**config.mk**
```make
export PLATFORM = sky130hd
export DESIGN_NAME = display_page_controller_flat
export DESIGN_NICKNAME = d
export VERILOG_FILES = /design/src/rtl/display_page_controller_pkg.sv /design/src/rtl/display_page_controller_if.sv /design/src/rtl/switch_frame_debounce.sv /design/src/rtl/display_page_controller.sv /design/src/flat_wrapper.sv
export SDC_FILE = /design/constraint.sdc
export NUM_CORES = 1
export LEC_CHECK = 0
export ABC_AREA = 0
export BUFFER_PORTS_ARGS = -buffer_cell sky130_fd_sc_hd__buf_2
export CORE_UTILIZATION = 46
export CTS_CLUSTER_SIZE = 30
export DETAILED_ROUTE_END_ITERATION = 16
export PLACE_DENSITY = 0.74
export SLEW_MARGIN = 15
export SYNTH_ARGS = -nofsm -noshare
export SYNTH_HDL_FRONTEND = slang
export SYNTH_HIERARCHICAL = 1
export SYNTH_SLANG_ARGS = --single-unit
```
**constraint.sdc**
```tcl
create_clock -name clk -period 2.41 [get_ports clk]
set_clock_uncertainty 0.05 [all_clocks]
set_input_delay 0.241 -clock clk [delete_from_list [all_inputs] [get_ports clk]]
set_output_delay 0.241 -clock clk [all_outputs]
set_load 0.01 [all_outputs]
```
**src/rtl/display_page_controller_pkg.sv**
```systemverilog
// Page codes, bus widths, switch layout and level decode for the Morse VGA screen sequencer.
// Definitions only: no state, no latency, no flow control.
package display_page_controller_pkg;
  localparam int PAGE_W    = 2;
  localparam int RGB_W     = 12;
  localparam int LEVEL_CNT = 3;
  localparam int LEVEL_W   = 2;
  localparam int SW_W      = LEVEL_CNT + 1;

  localparam logic [PAGE_W-1:0] PAGE_START  = 2'd0;
  localparam logic [PAGE_W-1:0] PAGE_LEVEL  = 2'd1;
  localparam logic [PAGE_W-1:0] PAGE_RESULT = 2'd2;

  // State encoding doubles as the displayed page code.
  typedef enum logic [PAGE_W-1:0] {
    ST_START  = PAGE_START,
    ST_LEVEL  = PAGE_LEVEL,
    ST_RESULT = PAGE_RESULT
  } state_t;

  typedef struct packed {
    logic                 esc;
    logic [LEVEL_CNT-1:0] lvl;
  } sw_t;

  // One-hot level switch to level number 1..3; anything else decodes to 0.
  function automatic logic [LEVEL_W-1:0] level_index(input logic [LEVEL_CNT-1:0] lvl);
    case (lvl)
      3'b001:  level_index = 2'd1;
      3'b010:  level_index = 2'd2;
      3'b100:  level_index = 2'd3;
      default: level_index = 2'd0;
    endcase
  endfunction
endpackage

```
**src/rtl/display_page_controller_if.sv**
```systemverilog
// Switch, game-pulse and pixel bundle between the VGA timing/page generators and the page controller.
// Plain wires: no latency, no flow control.
interface display_page_controller_if;
  import display_page_controller_pkg::*;

  logic                 frame_tick;
  logic                 video_on;
  logic                 sw_escape;
  logic [LEVEL_CNT-1:0] sw_level;
  logic                 level_pass;
  logic                 level_fail;
  logic [RGB_W-1:0]     rgb_start;
  logic [RGB_W-1:0]     rgb_level;
  logic [RGB_W-1:0]     rgb_result;
  logic [RGB_W-1:0]     rgb;
  logic [PAGE_W-1:0]    page;
  logic [LEVEL_W-1:0]   level;
  logic                 game_en;
  logic                 result_pass;

  modport master (
    output frame_tick, video_on, sw_escape, sw_level, level_pass, level_fail,
           rgb_start, rgb_level, rgb_result,
    input  rgb, page, level, game_en, result_pass
  );

  modport slave (
    input  frame_tick, video_on, sw_escape, sw_level, level_pass, level_fail,
           rgb_start, rgb_level, rgb_result,
    output rgb, page, level, game_en, result_pass
  );
endinterface

```
**src/rtl/switch_frame_debounce.sv**
```systemverilog
// Frame-rate switch debouncer: a value is accepted after SW_STABLE_FRAMES identical frame_tick samples.
// stable/accept are valid combinationally in the tick cycle itself; no backpressure.
module switch_frame_debounce #(
  parameter int WIDTH            = 4,
  parameter int SW_STABLE_FRAMES = 2
) (
  input  logic             clk,
  input  logic             reset_n,
  input  logic             frame_tick,
  input  logic [WIDTH-1:0] raw,
  output logic [WIDTH-1:0] stable,
  output logic             accept
);
  localparam int                CNT_W   = $clog2(SW_STABLE_FRAMES + 1);
  localparam logic [CNT_W-1:0]  CNT_MAX = CNT_W'(SW_STABLE_FRAMES);

  logic [WIDTH-1:0] prev_q;
  logic [WIDTH-1:0] stable_q;
  logic [CNT_W-1:0] cnt_q;
  logic [CNT_W-1:0] cnt_d;

  always_comb begin
    cnt_d = cnt_q;
    if (frame_tick) begin
      if (raw != prev_q) begin
        cnt_d = CNT_W'(1);
      end else if (cnt_q != CNT_MAX) begin
        cnt_d = cnt_q + CNT_W'(1);
      end
    end
  end

  // The value accepted on this tick is exposed immediately so the FSM can act in the same tick.
  assign accept = frame_tick && (cnt_d == CNT_MAX);
  assign stable = accept ? raw : stable_q;

  always_ff @(posedge clk) begin
    if (!reset_n) begin
      prev_q   <= '0;
      stable_q <= '0;
      cnt_q    <= '0;
    end else if (frame_tick) begin
      prev_q <= raw;
      cnt_q  <= cnt_d;
      if (accept) stable_q <= raw;
    end
  end
endmodule

```
**src/rtl/display_page_controller.sv**
```systemverilog
// Screen sequencer: picks START/LEVEL/RESULT on frame boundaries, gates the game core, muxes page rgb.
// rgb, page, level, game_en, result_pass are registered (1 cycle); no backpressure.
module display_page_controller
  import display_page_controller_pkg::*;
#(
  parameter int SW_STABLE_FRAMES = 2,
  parameter int RESULT_FRAMES    = 180
) (
  input  logic                       clk,
  input  logic                       reset_n,
  display_page_controller_if.slave   bus
);
  localparam int               CNT_W       = $clog2(RESULT_FRAMES + 1);
  localparam logic [CNT_W-1:0] RESULT_LOAD = CNT_W'(RESULT_FRAMES);

  state_t             state_q, state_d;
  logic [LEVEL_W-1:0] level_q, level_d;
  logic [CNT_W-1:0]   cnt_q, cnt_d;
  logic               pend_q, pend_d;
  logic               pass_q, pass_d;
  logic               armed_q, armed_d;
  logic               game_en_q, game_en_d;
  logic [RGB_W-1:0]   rgb_q, rgb_d;
  logic               capture;
  sw_t                sw_stable;
  logic               sw_accept;

  switch_frame_debounce #(
    .WIDTH            (SW_W),
    .SW_STABLE_FRAMES (SW_STABLE_FRAMES)
  ) u_debounce (
    .clk        (clk),
    .reset_n    (reset_n),
    .frame_tick (bus.frame_tick),
    .raw        ({bus.sw_escape, bus.sw_level}),
    .stable     (sw_stable),
    .accept     (sw_accept)
  );

  always_comb begin
    state_d = state_q;
    level_d = level_q;
    cnt_d   = cnt_q;
    pend_d  = pend_q;
    pass_d  = pass_q;
    armed_d = armed_q;

    // First outcome pulse of a level wins; fail dominates a simultaneous pass.
    capture = (state_q == ST_LEVEL) && !pend_q && (bus.level_pass || bus.level_fail);
    if (capture) begin
      pend_d = 1'b1;
      pass_d = bus.level_pass && !bus.level_fail;
    end

    if (bus.frame_tick) begin
      case (state_q)
        ST_START: begin
          if (!sw_stable.esc && armed_q && (level_index(sw_stable.lvl) != '0)) begin
            state_d = ST_LEVEL;
            level_d = level_index(sw_stable.lvl);
          end
        end
        ST_LEVEL: begin
          if (sw_stable.esc) begin
            state_d = ST_START;
          end else if (pend_q) begin
            state_d = ST_RESULT;
            cnt_d   = RESULT_LOAD;
          end
        end
        ST_RESULT: begin
          if (sw_stable.esc || (cnt_q == CNT_W'(1))) begin
            state_d = ST_START;
          end else begin
            cnt_d = cnt_q - CNT_W'(1);
          end
        end
        default: state_d = ST_START;
      endcase
    end

    if (state_d == ST_START) level_d = '0;
    if (state_d != ST_LEVEL) pend_d = 1'b0;

    // Re-arm only after an all-clear switch value is accepted, so a still-raised switch cannot re-enter.
    if ((state_d == ST_START) && (state_q != ST_START)) begin
      armed_d = 1'b0;
    end else if (sw_accept && (sw_stable.lvl == '0)) begin
      armed_d = 1'b1;
    end

    game_en_d = (state_q == ST_LEVEL) && (state_d == ST_LEVEL) && !pend_q && !capture;

    rgb_d = '0;
    if (bus.video_on) begin
      case (state_q)
        ST_START:  rgb_d = bus.rgb_start;
        ST_LEVEL:  rgb_d = bus.rgb_level;
        ST_RESULT: rgb_d = bus.rgb_result;
        default:   rgb_d = '0;
      endcase
    end
  end

  always_ff @(posedge clk) begin
    if (!reset_n) begin
      state_q   <= ST_START;
      level_q   <= '0;
      cnt_q     <= '0;
      pend_q    <= 1'b0;
      pass_q    <= 1'b0;
      armed_q   <= 1'b0;
      game_en_q <= 1'b0;
      rgb_q     <= '0;
    end else begin
      state_q   <= state_d;
      level_q   <= level_d;
      cnt_q     <= cnt_d;
      pend_q    <= pend_d;
      pass_q    <= pass_d;
      armed_q   <= armed_d;
      game_en_q <= game_en_d;
      rgb_q     <= rgb_d;
    end
  end

  assign bus.page        = state_q;
  assign bus.level       = level_q;
  assign bus.game_en     = game_en_q;
  assign bus.result_pass = pass_q;
  assign bus.rgb         = rgb_q;
endmodule

```
**src/flat_wrapper.sv**
```systemverilog
// flat-port wrapper written by rule: the top's interface ports become plain ports
module display_page_controller_flat import display_page_controller_pkg::*;
#(
  parameter int SW_STABLE_FRAMES = 2,
  parameter int RESULT_FRAMES    = 180
)
  (clk, reset_n, bus_frame_tick, bus_video_on, bus_sw_escape, bus_sw_level, bus_level_pass, bus_level_fail, bus_rgb_start, bus_rgb_level, bus_rgb_result, bus_rgb, bus_page, bus_level, bus_game_en, bus_result_pass);
  display_page_controller_if bus_i ();
  input  logic clk;
  input  logic reset_n;
  input wire logic [$bits(bus_i.frame_tick)-1:0] bus_frame_tick;
  input wire logic [$bits(bus_i.video_on)-1:0] bus_video_on;
  input wire logic [$bits(bus_i.sw_escape)-1:0] bus_sw_escape;
  input wire logic [$bits(bus_i.sw_level)-1:0] bus_sw_level;
  input wire logic [$bits(bus_i.level_pass)-1:0] bus_level_pass;
  input wire logic [$bits(bus_i.level_fail)-1:0] bus_level_fail;
  input wire logic [$bits(bus_i.rgb_start)-1:0] bus_rgb_start;
  input wire logic [$bits(bus_i.rgb_level)-1:0] bus_rgb_level;
  input wire logic [$bits(bus_i.rgb_result)-1:0] bus_rgb_result;
  output wire logic [$bits(bus_i.rgb)-1:0] bus_rgb;
  output wire logic [$bits(bus_i.page)-1:0] bus_page;
  output wire logic [$bits(bus_i.level)-1:0] bus_level;
  output wire logic [$bits(bus_i.game_en)-1:0] bus_game_en;
  output wire logic [$bits(bus_i.result_pass)-1:0] bus_result_pass;
  assign bus_i.frame_tick = bus_frame_tick;
  assign bus_i.video_on = bus_video_on;
  assign bus_i.sw_escape = bus_sw_escape;
  assign bus_i.sw_level = bus_sw_level;
  assign bus_i.level_pass = bus_level_pass;
  assign bus_i.level_fail = bus_level_fail;
  assign bus_i.rgb_start = bus_rgb_start;
  assign bus_i.rgb_level = bus_rgb_level;
  assign bus_i.rgb_result = bus_rgb_result;
  assign bus_rgb = bus_i.rgb;
  assign bus_page = bus_i.page;
  assign bus_level = bus_i.level;
  assign bus_game_en = bus_i.game_en;
  assign bus_result_pass = bus_i.result_pass;
  display_page_controller #(.SW_STABLE_FRAMES(SW_STABLE_FRAMES), .RESULT_FRAMES(RESULT_FRAMES)) u_core (.clk(clk), .reset_n(reset_n), .bus(bus_i));
endmodule
```
==> flow_summary_export.csv, run 1 <==
group,metric,value,unit
run,max_cap_viol_count,0,
layout,drive_above_1_share,38.7,%
worst_setup_path,critical_path_arrival,2550,ps
die,num_rows,23,
detailed_routing,first_iter_violations,119,
die,coreArea,4090,µm²
sta,relSlewSlack,70.3,%
sta,finalCriticalPeriod,2400,ps
layout,antenna_cells,0,
hold_path,hp-class,"in2reg",
worst_setup_path,crit_path_cell_trace,"inv_2 -> ha_4 -> nand2_4 -> nor3_4 -> buf_4 -> mux2_2 -> xor2_1 -> o21a_1 -> a21oi_4 -> a211oi_1",
sta,aggregate_negative_setup_slack,0,ps
global_routing,antenna_violations_before_repair,0,
die,die_height,67.9,µm
worst_setup_path,setup.worst_path.start,"u_core/u_debounce/cnt_q[1]",
sta,report.final.slew_viol_count,0,
power_and_ir_drop,power,0.00121,W
logic_synthesis,synth_cell_type_count,49,
worst_setup_path,worstSetupStartpointType,"flop",
worst_setup_path,critical_path_peak_fanout,6,
worst_setup_path,timing.rr.start,"u_core/u_debounce/cnt_q[1]",
sta,final_hold_viol_count,0,
die,initial_core_util,48.9,%
clock_tree,max-clock-path-buffers,2,
power_and_ir_drop,power_density,454,nW/µm²
sta,grt_setup_unrepaired,"yes",
logic_synthesis,syn-cell-area,2000,µm²
clock_tree,clkSinkCount,38,
clock_tree,clk_root_buffer_cell,"clkbuf_8",
clock_tree,clock_tree_from_tritoncts,"yes",
placed_design,dp.final_hpwl,3.34,mm
logic_synthesis,synth.area.top_cells,"dfxtp_1, mux2i_1, a21oi_1, nor2_1, nand2_1",
logic_synthesis,synth_edf_count,0,
detailed_routing,aggregate_routed_wire_length,4.70,mm
detailed_routing,drc,0,
worst_setup_path,crit_required,2560,ps
logic_synthesis,yosys.area.top_type,"dfxtp_1",
global_routing,grt.overflow.total,0,
power_and_ir_drop,sequential_share_of_power,53.6,%
outcome,run_status,"finished clean",
layout,fin_area,2660,µm²
power_and_ir_drop,switching_power,0.000293,W
layout,leading_cell_type_in_the_layout_fill_and_taps_excluded,"buf_2",
placed_design,numPortBuffers,63,
logic_synthesis,yosys_register_bits,38,
worst_setup_path,critical_path.max_stage_delay,400,ps
worst_setup_path,critPathSlowestCell,"mux2_2",
clock_tree,htree_num_levels,2,
worst_setup_path,setup.worst_path.class,"reg2reg",
logic_synthesis,fraction_of_synthesized_cell_area_in_xor_and_xnor_cells,2.19,%
global_routing,first_global_vias,1717,
power_and_ir_drop,share_clk_of_total_power,34.3,%
layout,top_library_cells_by_usage_in_the_layout_fill_and_taps_aside,"buf_2, dfxtp_1, nor2_1, mux2i_1, a21oi_1",
clock_tree,clock_slew_at_the_register_clock_pins_of_the_worst_setup_and_hold_paths,70,ps
logic_synthesis,synthAdderAreaFrac,1.88,%
logic_synthesis,syn-num-nets,274,
clock_tree,clock_latency_on_the_worst_skew_pair,290,ps
detailed_routing,via_count_normalized_by_instance_count,5.32,
logic_synthesis,yosys-mux-area-fraction,13.3,%
detailed_routing,route.antenna.remaining_nets,0,
detailed_routing,dr_total_vias,1889,
power_and_ir_drop,max-vdd-ir-drop,0.271,mV
power_and_ir_drop,power.share.combinational,12.1,%
logic_synthesis,synth_compound_gate_area_share,18.5,%
worst_setup_path,setup.worst_path.end_class,"flop",
logic_synthesis,synth_area_per_cell,8.88,µm²
logic_synthesis,postSynth.asyncResetShare,0,%
die,io_pins,64,
sta,period_utilization_post_route,99.7,%
sta,finalSetupViolCount,0,
logic_synthesis,synth_top_family_by_area,"simple AND/OR/NAND/NOR gates",
clock_tree,cts_inserted_buffers,5,
sta,worst_pin_slew,446,ps
logic_synthesis,post_synth_inst_count,225,
die,design.die.area,4610,µm²
hold_path,min-delay-start,"bus_level_fail",
power_and_ir_drop,cellLeakagePower,1.18,nW
logic_synthesis,synth_warnings,6,
worst_setup_path,bufs_and_invs_on_worst_path,2,
layout,synthToLayoutAreaGrowth,33.3,%
global_routing,wire_length_of_the_first_global_routing_pass,7.27,mm
detailed_routing,dr.pass1.iters,4,
placed_design,gp_congestion,0.853,
die,die_w,67.9,µm
logic_synthesis,portion_of_the_post_synthesis_area_used_by_sequential_elements,38.1,%
detailed_routing,mean_routed_wirelength_per_cell,13.2,µm
global_routing,maximum_number_of_pins_on_one_net_before_global_route_repair,19,
layout,finalNetCount,354,
logic_synthesis,ys.flop_type,"dfxtp_1",
logic_synthesis,synth_top_area_share,38.1,%
worst_setup_path,cpLargestDelayFamily,"compound AO/OA/AOI/OAI gates",
global_routing,grt.total_usage,21.3,%
power_and_ir_drop,switching_share,24.2,%
placed_design,placed_area,2450,µm²
power_and_ir_drop,cell_internal_pwr,0.000916,W
sta,achievable-frequency,416,MHz
logic_synthesis,synth_simple_gate_area_share,22.2,%
[sequential cells by signal, indices dropped and copies added (netlist names)]
name                        count
u_core/armed_q                  1
u_core/bus.game_en              1
u_core/bus.level                2
u_core/bus.page                 2
u_core/bus.result_pass          1
u_core/bus.rgb                 12
u_core/cnt_q                    8
u_core/pend_q                   1
u_core/u_debounce/cnt_q         2
u_core/u_debounce/prev_q        4
u_core/u_debounce/stable_q      4
[per-layer routing]
| layer | global-route usage, % | up-vias | wire length, µm |
|---|---|---|---|
| met3 | 7.17 | 8 | 276 |
| met1 | 24.8 | 855 | 2050 |
| met4 | 7.03 | 0 | 75 |
| met5 | 0 | - | 0 |
| met2 | 36.4 | 67 | 2300 |
| li1 | - | 959 | - |
[power by group through the flow]
stage                     registers [W]  logic [W]  clock network [W]
final                          0.000648   0.000147           0.000415
after global routing           0.000649   0.000162           0.000451
after CTS                      0.000647   0.000135           0.000426
after detailed placement       0.000661   0.000132                  0
after global placement         0.000661   0.000131                  0
after floorplan                0.000665  0.0000615                  0
[worst reg2reg max path: stages (launching register included)]
cell	delay, ps
dfxtp_1	330
inv_2	60
ha_4	270
nand2_4	50
nor3_4	240
buf_4	160
mux2_2	400
xor2_1	230
o21a_1	190
a21oi_4	80
a211oi_1	250
[cell usage after synthesis, types with 4 or more instances]
master,count
nor2b_1,6
a31oi_1,4
clkbuf_1,4
o21ai_0,6
xnor2_1,4
dfxtp_1,38
nand2_1,17
buf_2,5
inv_1,9
a21oi_1,22
mux2i_1,22
nor2_1,29
mux2_2,4
[through the flow]
step | worst slack (ps) | cells | hold slack, ps | util (%)
5_1_grt | -185 | 355 | 81.7 | 65.2
3_5_place_dp | -19.9 | 341 | 394 | 59.9
4_1_cts | 17.9 | 350 | 84.6 | 62.4
6_report | 8.27 | 355 | 94.7 | 65.2
3_3_place_gp | 53.1 | 341 | 392 | 59.9
2_1_floorplan | 7.87 | 225 | 288 | -
[worst paths after layout]
path,end,slack (ps),cells after the start
setup / recovery,u_core/bus.level[0],8,10
hold / removal,u_core/bus.result_pass,90,2
setup reg to reg,u_core/bus.level[0],8,10
hold reg to reg,u_core/u_debounce/stable_q[0],420,2
[area by class of cell]
class	instances	area [µm²]
Multi-Input combinational cell	168	1260
Fill cell	341	1420
Inverter	9	33.8
Timing Repair Buffer	83	465
Clock inverter	1	7.51
Sequential cell	38	762
Tap cell	50	62.6
Clock buffer	6	72.6
[logic make-up (layout without fill, tap and decap cells)]
group                      Yosys count  count (layout)
and+or+nand+nor                     79              79
AOI/OAI and AO/OA                   55              55
DFF                                 38              38
muxes                               26              26
buffers and inverters               19              99
xor gates and xnor gates             5               5
adders and majority gates            3               3
[timing repair]
action / 4_1_cts / 5_1_grt
hold buffers: 0 / 0
endpoints found under the hold margin: 0 / 0
gates resized for setup: 1 / 16
pin swaps: 2 / 8
setup endpoints to repair: 1 / 8
cloned: 0 / 0
buffers inserted: 2 / 5
Power figures use the tool's default switching activity.
==> run 2: changes to the inputs <==
Settings changed: BUFFER_PORTS_ARGS -buffer_cell sky130_fd_sc_hd__buf_2 to default, CORE_UTILIZATION 46 to 56, DONT_BUFFER_PORTS from default to 1, PLACE_DENSITY 0.74 to 0.72, REMOVE_ABC_BUFFERS from default to 1.
==> run 2 against run 1 <==
The run now ends with setup timing left. Clock power is 15% lower. Worst hold slack worse by 93 ps. Fmax shrank 3.2%. Global-route usage rose by 6.6 points. Highest routed layer unchanged.
==> flow_summary_export.csv, run 2 (synthesis results as in run 1) <==
group,metric,value,unit
outcome,run_status,"finished, violations left",
outcome,failed_checks,"setup timing",
global_routing,antenna_violations_before_repair,0,
global_routing,first_global_vias,1761,
die,num_rows,21,
clock_tree,clock_slew_at_the_register_clock_pins_of_the_worst_setup_and_hold_paths,120,ps
placed_design,numPortBuffers,0,
hold_path,min-delay-start,"reset_n",
layout,antenna_cells,0,
detailed_routing,dr_total_vias,1810,
clock_tree,max-clock-path-buffers,2,
worst_setup_path,setup.worst_path.start,"u_core/u_debounce/prev_q[3]",
placed_design,number_of_cells_in_the_design_after_placement,271,
die,design.die.area,3810,µm²
die,io_pins,64,
hold_path,hp-class,"in2reg",
worst_setup_path,cpLargestDelayFamily,"compound AO/OA/AOI/OAI gates",
detailed_routing,aggregate_routed_wire_length,5.31,mm
layout,fin_cells,304,
sta,report.final.slew_viol_count,0,
detailed_routing,route.antenna.remaining_nets,0,
worst_setup_path,critical_path_peak_fanout,6,
layout,finalNetCount,306,
sta,period_utilization_post_route,103,%
worst_setup_path,critPathSlowestCell,"dfxtp_1",
placed_design,gp_congestion,0.796,
layout,leading_cell_type_in_the_layout_fill_and_taps_excluded,"dfxtp_1",
clock_tree,clock_tree_from_tritoncts,"yes",
clock_tree,clock_latency_on_the_worst_skew_pair,340,ps
worst_setup_path,worstReg2RegEnd,"u_core/bus.level[1]",
worst_setup_path,crit_top_cell,"buf_6",
worst_setup_path,worst_r2r_path_depth,10,
sta,finalSetupViolCount,6,
power_and_ir_drop,switching_power,0.000273,W
die,die_w,61.7,µm
detailed_routing,dr.pass1.iters,4,
worst_setup_path,setup.worst_path.end_class,"flop",
worst_setup_path,critical_path.max_stage_delay,350,ps
layout,top_library_cells_by_usage_in_the_layout_fill_and_taps_aside,"dfxtp_1, nor2_1, mux2i_1, a21oi_1, dlygate4sd3_1",
power_and_ir_drop,share_clk_of_total_power,31.6,%
power_and_ir_drop,switching_share,24.4,%
sta,worst_slack,-71.3,ps
worst_setup_path,worstSetupStartpointType,"flop",
power_and_ir_drop,sequential_share_of_power,58.5,%
placed_design,dp_slack,-108,ps
worst_setup_path,critPathCapture,"u_core/bus.level[1]",
detailed_routing,drc,0,
global_routing,grt.total_usage,27.9,%
clock_tree,clk_root_buffer_cell,"clkbuf_4",
worst_setup_path,bufs_and_invs_on_worst_path,2,
worst_setup_path,timing.rr.start,"u_core/u_debounce/prev_q[3]",
detailed_routing,mean_routed_wirelength_per_cell,17.5,µm
power_and_ir_drop,cellLeakagePower,0.938,nW
global_routing,wire_length_of_the_first_global_routing_pass,7.71,mm
clock_tree,htree_num_levels,2,
global_routing,maximum_number_of_pins_on_one_net_before_global_route_repair,16,
global_routing,grt.overflow.total,0,
clock_tree,clkSinkCount,38,
power_and_ir_drop,power.share.combinational,9.9,%
layout,drive_above_1_share,20.5,%
layout,synthToLayoutAreaGrowth,24.4,%
sta,grt_setup_unrepaired,"yes",
worst_setup_path,critical_path_arrival,2660,ps
die,die_height,61.7,µm
power_and_ir_drop,power,0.00112,W
die,initial_core_util,59.0,%
sta,fin_worst_hold_slack,1.36,ps
worst_setup_path,crit_path_cell_trace,"xnor2_1 -> nand4_2 -> nor3_4 -> buf_6 -> buf_6 -> mux2_4 -> xor2_2 -> o21a_1 -> a21oi_4 -> a221oi_2",
worst_setup_path,crit_required,2590,ps
detailed_routing,via_count_normalized_by_instance_count,5.95,
sta,achievable-frequency,403,MHz
placed_design,dp.final_hpwl,3.23,mm
power_and_ir_drop,cell_internal_pwr,0.000846,W
worst_setup_path,setup.worst_path.class,"reg2reg",
sta,relSlewSlack,68.2,%
layout,largest_reg_flops,12,
sta,finalCriticalPeriod,2480,ps
clock_tree,cts_inserted_buffers,5,
power_and_ir_drop,power_density,450,nW/µm²
worst_setup_path,reg2reg_slack,-70,ps
die,coreArea,3390,µm²
power_and_ir_drop,max-vdd-ir-drop,0.383,mV
detailed_routing,first_iter_violations,80,
sta,aggregate_negative_setup_slack,-312,ps
sta,worst_pin_slew,476,ps
run,max_cap_viol_count,0,
worst_setup_path,critical_path_cell_count,10,
sta,final_hold_viol_count,0,
==> run 2: how the worst min path moves through the flow <==
stage                                         end  slack, ps  cells past startpoint
CTS                               u_core/cnt_q[1]        0.9                      2
floorplan              u_core/u_debounce/cnt_q[0]        280                      1
finish              u_core/u_debounce/stable_q[3]          1                      2
global placement       u_core/u_debounce/cnt_q[0]        280                      1
detailed placement     u_core/u_debounce/cnt_q[0]        290                      1
global route        u_core/u_debounce/stable_q[3]       -0.7                      2
==> run 2: metal layers <==
metal | track usage [%] | vias up | wire, µm
li1 | - | 863 | -
met1 | 33.4 | 844 | 2220
met2 | 47.6 | 91 | 2560
met3 | 9.73 | 12 | 413
met4 | 7.62 | 0 | 112
met5 | 0 | - | 0
==> run 2: per-stage QoR <==
step | utilization, % | instance area [µm²]
2_1_floorplan | - | 1950
3_3_place_gp | 61.6 | 2090
3_5_place_dp | 61.6 | 2090
4_1_cts | 70.8 | 2400
5_1_grt | 73.3 | 2490
6_report | 73.3 | 2490
==> run 2: what timing repair did <==
| action | CTS | global route |
|---|---|---|
| setup endpoints to repair | 10 | 11 |
| pin swaps | 7 | 12 |
| buffers inserted | 4 | 2 |
| endpoints found under the hold margin | 25 | 2 |
| gates resized for setup | 9 | 14 |
| hold buffers | 19 | 1 |
==> run 2: layout make-up <==
class	instances	area, µm²
clock buffers	7	55.1
clock inverters	1	5.00
fillers	245	903
inverters	9	33.8
multi-input cells	168	1240
flip-flops and latches	38	766
well taps	46	57.6
repair buffers	35	324
==> run 2: power by group through the flow <==
stage | clock, W | sequential [W] | combinational (W)
after floorplan | 0 | 0.000665 | 0.0000536
after global placement | 0 | 0.000667 | 0.0000621
after detailed placement | 0 | 0.000667 | 0.0000662
after CTS | 0.000355 | 0.000653 | 0.0000998
after global routing | 0.000389 | 0.000657 | 0.000120
final | 0.000353 | 0.000655 | 0.000111
==> run 2: worst reg2reg max path, cell delays in order, from the launching register on <==
cell and delay [ps]:
dfxtp_1 350, xnor2_1 240, nand4_2 200, nor3_4 220
buf_6 150, buf_6 90, mux2_4 330, xor2_2 160
o21a_1 220, a21oi_4 240, a221oi_2 90
